===== config.mk =====
export PLATFORM = sky130hd
export DESIGN_NAME = fpdiv_req_resp
export DESIGN_NICKNAME = d
export VERILOG_FILES = /design/src/rtl/fpdiv_pkg.sv /design/src/rtl/fpdiv_special.sv /design/src/rtl/fpdiv_req_resp.sv
export SDC_FILE = /design/constraint.sdc
export NUM_CORES = 1
export LEC_CHECK = 0
export ABC_CLOCK_PERIOD_IN_PS = 2600
export CORE_MARGIN = 5
export CORE_UTILIZATION = 40
export DETAILED_ROUTE_END_ITERATION = 6
export PLACE_DENSITY = 0.88
export SLEW_MARGIN = 20
export SYNTH_ARGS = -nofsm -noshare
export SYNTH_HDL_FRONTEND = slang
export SYNTH_SLANG_ARGS = --single-unit

===== constraint.sdc =====
create_clock -name clk -period 2.6 [get_ports clk]
set_clock_uncertainty 0.1 [all_clocks]
set_input_delay 0.39 -clock clk [delete_from_list [all_inputs] [get_ports clk]]
set_output_delay 0.39 -clock clk [all_outputs]
set_load 0.03 [all_outputs]

===== src/rtl/fpdiv_pkg.sv =====
// Shared types and constants for the fpdiv request/response front end.
// Binary32 special-result encodings and flag bit positions.
package fpdiv_pkg;

  typedef enum logic [1:0] {
    IDLE,
    LAUNCH,
    BUSY,
    RESP
  } state_t;

  localparam logic [31:0] QNAN    = 32'h7FC0_0000;
  localparam logic [30:0] INF_MAG = 31'h7F80_0000;

  localparam int DIVZERO = 0;
  localparam int INVALID = 1;
  localparam int TIMEOUT = 2;

endpackage


===== src/rtl/fpdiv_special.sv =====
// Detects a zero divisor and builds the local special result
// (signed infinity for x/0, quiet NaN for 0/0).
module fpdiv_special
  import fpdiv_pkg::*;
(
  input  logic [31:0] n,
  input  logic [31:0] d,
  output logic        bypass,
  output logic [31:0] quotient,
  output logic [2:0]  flags
);

  logic sign;

  assign sign = n[31] ^ d[31];

  always_comb begin
    bypass   = (d[30:0] == 31'd0);
    quotient = '0;
    flags    = '0;
    if (n[30:0] == 31'd0) begin
      quotient       = QNAN;
      flags[INVALID] = 1'b1;
    end else begin
      quotient       = {sign, INF_MAG};
      flags[DIVZERO] = 1'b1;
    end
  end

endmodule


===== src/rtl/fpdiv_req_resp.sv =====
// Valid/ready front end for the iterative fpdiv core.
// Define FPDIV_TIMEOUT_EN to add a BUSY-state watchdog.
module fpdiv_req_resp
  import fpdiv_pkg::*;
#(
  parameter int WIDTH       = 32,
  parameter int TAG_W       = 4,
  parameter int TIMEOUT_CYC = 64,
  parameter int CNT_W       = 16
) (
  input  logic             clk,
  input  logic             reset,
  input  logic             req_valid,
  output logic             req_ready,
  input  logic [WIDTH-1:0] req_dividend,
  input  logic [WIDTH-1:0] req_divisor,
  input  logic [1:0]       req_rm,
  input  logic [TAG_W-1:0] req_tag,
  output logic             core_start,
  output logic [WIDTH-1:0] core_dividend,
  output logic [WIDTH-1:0] core_divisor,
  output logic [1:0]       core_rm,
  input  logic             core_done,
  input  logic [WIDTH-1:0] core_quotient,
  output logic             resp_valid,
  input  logic             resp_ready,
  output logic [WIDTH-1:0] resp_quotient,
  output logic [TAG_W-1:0] resp_tag,
  output logic [2:0]       resp_flags,
  output logic [CNT_W-1:0] op_count
);

  state_t           state_q, state_n;
  logic [WIDTH-1:0] n_q, n_n;
  logic [WIDTH-1:0] d_q, d_n;
  logic [WIDTH-1:0] quo_q, quo_n;
  logic [1:0]       rm_q, rm_n;
  logic [TAG_W-1:0] tag_q, tag_n;
  logic [2:0]       flags_q, flags_n;
  logic [CNT_W-1:0] cnt_q, cnt_n;

  logic             sp_bypass;
  logic [WIDTH-1:0] sp_quo;
  logic [2:0]       sp_flags;

`ifdef FPDIV_TIMEOUT_EN
  localparam int TW = $clog2(TIMEOUT_CYC + 1);
  localparam logic [TW-1:0] TMO_LAST = TW'(TIMEOUT_CYC - 1);
  logic [TW-1:0] tmo_q, tmo_n;
`else
  logic unused_tmo;
  assign unused_tmo = |TIMEOUT_CYC;
`endif

  fpdiv_special u_special (
    .n        (req_dividend),
    .d        (req_divisor),
    .bypass   (sp_bypass),
    .quotient (sp_quo),
    .flags    (sp_flags)
  );

  always_comb begin
    state_n = state_q;
    n_n     = n_q;
    d_n     = d_q;
    rm_n    = rm_q;
    tag_n   = tag_q;
    quo_n   = quo_q;
    flags_n = flags_q;
    cnt_n   = cnt_q;
`ifdef FPDIV_TIMEOUT_EN
    tmo_n   = tmo_q;
`endif
    unique case (state_q)
      IDLE: begin
        if (req_valid) begin
          n_n   = req_dividend;
          d_n   = req_divisor;
          rm_n  = req_rm;
          tag_n = req_tag;
          if (sp_bypass) begin
            quo_n   = sp_quo;
            flags_n = sp_flags;
            state_n = RESP;
          end else begin
            state_n = LAUNCH;
          end
        end
      end
      LAUNCH: begin
        state_n = BUSY;
`ifdef FPDIV_TIMEOUT_EN
        tmo_n   = '0;
`endif
      end
      BUSY: begin
        // a done arriving with the watchdog expiry still wins
        if (core_done) begin
          quo_n   = core_quotient;
          flags_n = '0;
          state_n = RESP;
        end
`ifdef FPDIV_TIMEOUT_EN
        else if (tmo_q == TMO_LAST) begin
          quo_n          = QNAN;
          flags_n        = '0;
          flags_n[TIMEOUT] = 1'b1;
          state_n        = RESP;
        end else begin
          tmo_n = tmo_q + TW'(1);
        end
`endif
      end
      RESP: begin
        if (resp_ready) begin
          state_n = IDLE;
          if (cnt_q != '1) cnt_n = cnt_q + CNT_W'(1);
        end
      end
      default: state_n = IDLE;
    endcase
  end

  always_ff @(posedge clk) begin
    if (!reset) begin
      state_q <= IDLE;
      n_q     <= '0;
      d_q     <= '0;
      rm_q    <= '0;
      tag_q   <= '0;
      quo_q   <= '0;
      flags_q <= '0;
      cnt_q   <= '0;
`ifdef FPDIV_TIMEOUT_EN
      tmo_q   <= '0;
`endif
    end else begin
      state_q <= state_n;
      n_q     <= n_n;
      d_q     <= d_n;
      rm_q    <= rm_n;
      tag_q   <= tag_n;
      quo_q   <= quo_n;
      flags_q <= flags_n;
      cnt_q   <= cnt_n;
`ifdef FPDIV_TIMEOUT_EN
      tmo_q   <= tmo_n;
`endif
    end
  end

  assign req_ready     = reset && (state_q == IDLE);
  assign core_start    = (state_q == LAUNCH);
  assign core_dividend = n_q;
  assign core_divisor  = d_q;
  assign core_rm       = rm_q;
  assign resp_valid    = (state_q == RESP);
  assign resp_quotient = quo_q;
  assign resp_tag      = tag_q;
  assign resp_flags    = flags_q;
  assign op_count      = cnt_q;

endmodule


==> results.yml, run 1 <==
synthesis:
  synthTopCellsByArea: "dfxtp_1 (53%), nand2_1 (12%), a21oi_1 (9.1%)"
  synthCells: 553
  yosysTopAreaCell: "dfxtp_1"
  synthesis.area_sq_um: 4640
  yosysWarnings: 0
  ys_ff_latch: 122
  synth_edf_count: 0
  dominantRegCellSynth: "dfxtp_1"
  syn_nets: 666
  ys_types: 40
  yosysSeqAreaShare_pct: 52.6
  synth.avg_cell_area_sq_um: 8.39
  yosys.area.top_type_share_pct: 52.6
  ys_async_sr_fraction_pct: 0
worst_setup_path:
  cp_slowest_stage_delay_ns: 0.48
  r2r_cells: 8
  cp-end-kind: "flip-flop"
  cp-start-kind: "input pin"
  path_buf_inv: 4
  cp_max_fo: 22
  path_cells: "clkdlybuf4s50_1 > nor4_1 > buf_4 > nand4_1 > buf_4 > o31a_1 > nor3_4 > buf_12 > a22o_1"
  crit_arrival_ns: 2.62
  crit_type: "in -> reg"
  crit_cells: 9
  crit_family: "buffers and inverters"
  cpMostUsedCell: "buf_4"
  cp_slowest_cell: "clkdlybuf4s50_1"
  cp.required_ns: 2.84
timing:
  fmax_mhz: 421
  slew_viol_final: 0
  max_slew_margin_pct: 51.9
  finalCriticalPeriod_ns: 2.37
  fin_crit_sh_pct: 91.3
  worstMarginPinSlew_ns: 0.721
  finalHoldViolations: 0
  setup_viol: 0
  rsz0062_at_grt: "no"
pwr:
  p_leak_nw: 2.84
  powerDensity_nw_per_um2: 919
  ir_drop_v: 0.000622
  total_power_w: 0.00710
drt:
  routedWlPerCell_um: 17.5
  antenna_left: 0
  first_pass_iters: 5
  drc: 0
  vias_per_cell: 5.28
  vias: 4973
  drt_iter0_markers: 346
  wl_mm: 16.5
die:
  row_count: 39
  ios: 231
  dieArea_sq_um: 13900
  start_util_pct: 40.8
  core_sq_um: 11400
  die_h_um: 118
  fp.dieW_um: 118
global_routing:
  grt_pass1_vias: 5069
  grt_pass1_wl_mm: 26.2
  antenna_found_initial: 0
  overflow: 0
  track_usage_pct: 23.2
  grt_max_degree: 71
final_layout:
  fin_cells: 941
  fillerInstances: 886
  syn_to_final_growth_pct: 66.5
  nets: 899
  drive_above_1_share_pct: 7.02
  n_antenna_cell: 0
flow_run:
  cap_violations: 0
min_path:
  hp-class: "reg -> reg"
  whs_path_depth: 2
cts:
  clockBufferDepth: 2
  cts_sinks: 122
  numCtsBuffers: 17
  postCtsSetupBuffers: 0
  clkTransAtPathRegs_ns: 0.05
  htreeDepth: 4
  cts_root_buf: "clkbuf_16"
  ctsResizeCount: 0
  worstSkewPairLatency_ns: 0.40
  cts_tree: "done"
  cts_hold_buffers: 0
run_status:
  outcome: "completed"
place:
  place_congestion: 0.931
  dp_cells: 910
  numPortBuffers: 229
  place_hpwl_mm: 12.1
-- metrics by stage --
step	instance area [sq um]	setup TNS (ns)	hold WS (ns)	util, %	setup WS, ns
3_5_place_dp	7130	-2.94	0.345	62.7	-0.108
3_3_place_gp	7130	-0.651	0.341	62.7	-0.0312
6_report	7720	0	0.356	67.9	0.225
2_1_floorplan	4640	0	0.409	-	0.501
5_1_grt	7720	0	0.376	67.9	0.171
4_1_cts	7720	0	0.356	67.9	0.221
-- per-layer routing --
layer  vias up  GRT usage, %  routed length (um)
li1       2359             -                   -
met1      2336          25.5                6380
met2       237          40.7                8330
met3        41          7.54                1310
met4         0          9.89                 478
met5         -             0                   0
-- state kept, by name (all words and copies together), names as in the netlist --
name / flops
core_rm: 2
resp_flags: 2
core_dividend: 32
core_divisor: 32
resp_quotient: 32
state_q: 2
resp_tag: 4
op_count: 16
-- power by group --
group	internal, W	total [W]	leakage, nW	switching (W)
clock	0.00155	0.00234	0.298	0.000786
sequential	0.00217	0.00234	0.994	0.000172
combinational	0.000936	0.00242	1.55	0.00148
-- kinds of logic after synthesis --
| group | Yosys count | synth area share [%] |
|---|---|---|
| AO/OA/AOI/OAI | 132 | 17.3 |
| XOR/XNOR | 13 | 2.45 |
| adder cells (fa/ha/maj) | 6 | 1.62 |
| buffers and inverters | 45 | 4.21 |
| flip-flops | 122 | 52.6 |
| multiplexers | 1 | 0.216 |
| other | 1 | 0.0808 |
| AND/OR/NAND/NOR | 233 | 21.5 |
-- Yosys cell counts, types with 2 or more instances --
cell,count
o21ai_0,13
nor2_1,29
nor3_1,11
and3_1,3
buf_2,6
a22o_1,22
a21oi_1,84
or3_1,2
nand2_1,152
o31ai_1,2
nor2b_1,2
nand4_1,6
buf_6,2
and2_1,2
and4_1,2
ha_1,6
xor2_1,4
dfxtp_1,122
nand3_1,7
inv_1,10
clkbuf_1,24
nor4_1,16
xnor2_1,9
-- tightest hold or removal path, cell delays in order (launching register included) --
cell and delay [ns]:
dfxtp_1 0.30, nand2_1 0.05, a21oi_1 0.05
-- layout by cell type, fill, tap and decap left out, drive strengths merged, types with 2 or more instances in the layout --
master	instances
nor4	16
and3	3
ha	6
nor3	12
o31ai	2
nand2	152
and4	2
a21oi	84
nand4	6
nand3	7
xor2	4
clkinv	4
bufinv	2
or3	2
buf	20
nor2	29
and2	2
dfxtp	122
clkdlybuf4s50	228
a22o	22
inv	11
nor2b	2
o21ai	13
xnor2	9
clkbuf	24
-- worst paths after layout --
| kind | slack (ns) | end | from |
|---|---|---|---|
| setup / recovery | 0.23 | resp_quotient[20] | req_divisor[26] |
| hold / removal | 0.36 | resp_tag[3] | resp_tag[3] |
| setup reg to reg | 0.53 | resp_flags[0] | state_q[0] |
| hold reg to reg | 0.36 | resp_tag[3] | resp_tag[3] |
-- area by class of cell --
class	instances	area (sq um)	share of cell area, %
repair buffers	248	2460	31.8
flip-flops and latches	122	2440	31.6
multi-input cells	386	2010	26.0
clock buffers	24	512	6.62
well taps	143	179	2.32
clock inverters	7	87.6	1.13
inverters	11	41.3	0.534
Note: power is estimated with default switching activity, not from simulation.
==> run 2, diff against run 1 <==
ABC_CLOCK_PERIOD_IN_PS = unset   (was 2600)
==> results of run 2 <==
Final layout, timing and power as in run 1 (identical DEF).
==> run 3, diff against run 2 <==
CORE_UTILIZATION = 55   (was 40)
DONT_BUFFER_PORTS = 1   (was unset)
PLACE_DENSITY = 0.78   (was 0.88)
==> results.yml, run 3 (synthesis results as in run 1) <==
drt:
  drt_iter0_markers: 229
  wl_mm: 15.6
  first_pass_iters: 6
  vias: 4506
  routedWlPerCell_um: 20.3
  antenna_left: 0
  vias_per_cell: 5.87
  drc: 0
cts:
  worstSkewPairLatency_ns: 0.49
  cts_sinks: 122
  cts_tree: "done"
  htreeDepth: 4
  cts_root_buf: "clkbuf_8"
  clkTransAtPathRegs_ns: 0.06
  numCtsBuffers: 17
  ctsResizeCount: 0
  clockBufferDepth: 2
min_path:
  hp-class: "in -> reg"
  whs_path_depth: 2
  hold_start: "core_quotient[23]"
  hold_path_end: "resp_quotient[23]"
die:
  dieArea_sq_um: 10400
  fp.dieW_um: 102
  ios: 231
  start_util_pct: 56.5
  core_sq_um: 8220
  row_count: 33
  die_h_um: 102
place:
  place_congestion: 0.873
  dp_cells: 643
  place_hpwl_mm: 9.50
  numPortBuffers: 0
final_layout:
  nets: 763
  final_cell_mix: "nand2_1 (151), dfxtp_1 (122), dlygate4sd3_1 (93)"
  syn_to_final_growth_pct: 36.3
  fin_cells: 768
  final_common_cell: "nand2_1"
  final_core_util_pct: 76.9
  drive_above_1_share_pct: 8.45
  n_antenna_cell: 0
timing:
  finalHoldViolations: 0
  setup_viol: 0
  rsz0062_at_grt: "no"
  tns_ns: 0
  max_slew_margin_pct: 53.4
  fmax_mhz: 468
  finalCriticalPeriod_ns: 2.14
  worstMarginPinSlew_ns: 0.698
  hold_ws_ns: 0.0348
  slew_viol_final: 0
  fin_crit_sh_pct: 82.1
pwr:
  p_leak_nw: 2.38
  powerDensity_nw_per_um2: 1040
  ir_drop_v: 0.000530
worst_setup_path:
  cpMostUsedCell: "inv_1"
  cp_slowest_stage_delay_ns: 0.37
  crit_arrival_ns: 1.65
  crit_type: "reg -> out"
  cp_slowest_cell: "dfxtp_1"
  cp-end-kind: "primary output"
  reg2reg_from: "op_count[3]"
  cp.required_ns: 2.11
  cp_max_fo: 5
  path_cells: "inv_1 > ha_1 > inv_1 > nor2_1 > buf_4"
  ff2ff_setup_slack_ns: 0.50
  r2r_cells: 6
  cp-start-kind: "flip-flop"
  r2r_end: "op_count[6]"
global_routing:
  grt_pass1_wl_mm: 23.2
  antenna_found_initial: 0
  track_usage_pct: 28.8
  grt_pass1_vias: 4565
  grt_max_degree: 71
  overflow: 0
run_status:
  outcome: "completed"
flow_run:
  cap_violations: 0
==> run 3: changes by cell type in the layout (fill, tap and decap cells not counted), sizes merged, moves of 2 or more <==
cell,previous run,this run
bufinv,2,4
clkbuf,24,18
clkdlybuf4s50,228,0
clkinvlp,1,5
dlygate4sd3,0,93
==> run 3: worst max path at each step <==
stage	cells past startpoint	from	end	slack (ns)
finish	5	state_q[0]	req_ready	0.46
global route	6	op_count[3]	op_count[7]	0.34
CTS	5	state_q[0]	req_ready	0.45
detailed placement	6	req_divisor[4]	resp_quotient[26]	0.24
global placement	7	req_divisor[4]	resp_flags[0]	0.25
floorplan	7	op_count[0]	op_count[6]	0.50
==> run 3: critical path, delay by kind of cell, from the launching register on <==
kind | cells | cell delay, ns
buf+inv | 3 | 0.44
fa+ha+maj | 1 | 0.27
flops | 1 | 0.37
simple gates | 1 | 0.07
==> run 3: stage by stage <==
stage / power, W / instance area, sq um / worst slack (ns)
after floorplan: 0.00374 / 4640 / 0.501
after CTS: 0.00656 / 6320 / 0.451
after global placement: 0.00398 / 4780 / 0.250
after global routing: 0.00686 / 6320 / 0.342
final: 0.00658 / 6320 / 0.465
after detailed placement: 0.00404 / 4780 / 0.244
==> run 3: final cells by class <==
class / count / area (sq um)
flip-flops and latches: 122 / 2440
repair buffers: 112 / 1090
multi-input cells: 386 / 2010
fillers: 515 / 1890
clock buffers: 18 / 418
clock inverters: 14 / 198
inverters: 11 / 41.3
well taps: 105 / 131
==> run 3: power by group <==
| part | total [W] | internal [W] | switching [W] |
|---|---|---|---|
| registers | 0.00294 | 0.00217 | 0.000774 |
| logic | 0.00123 | 0.000439 | 0.000795 |
| clock network | 0.00240 | 0.00156 | 0.000840 |
| total | 0.00658 | 0.00417 | 0.00241 |
==> run 3: layer usage <==
metal	wire [um]	GRT usage, %	vias up
met3	1750	11.0	61
met5	0	0	-
met4	603	14.2	0
met2	7780	49.7	283
met1	5440	30.9	2079
li1	-	-	2083
==> run 3: repair_timing <==
action,4_1_cts,5_1_grt
setup buffers,0,0
hold endpoints to repair,105,0
hold buffers,93,0
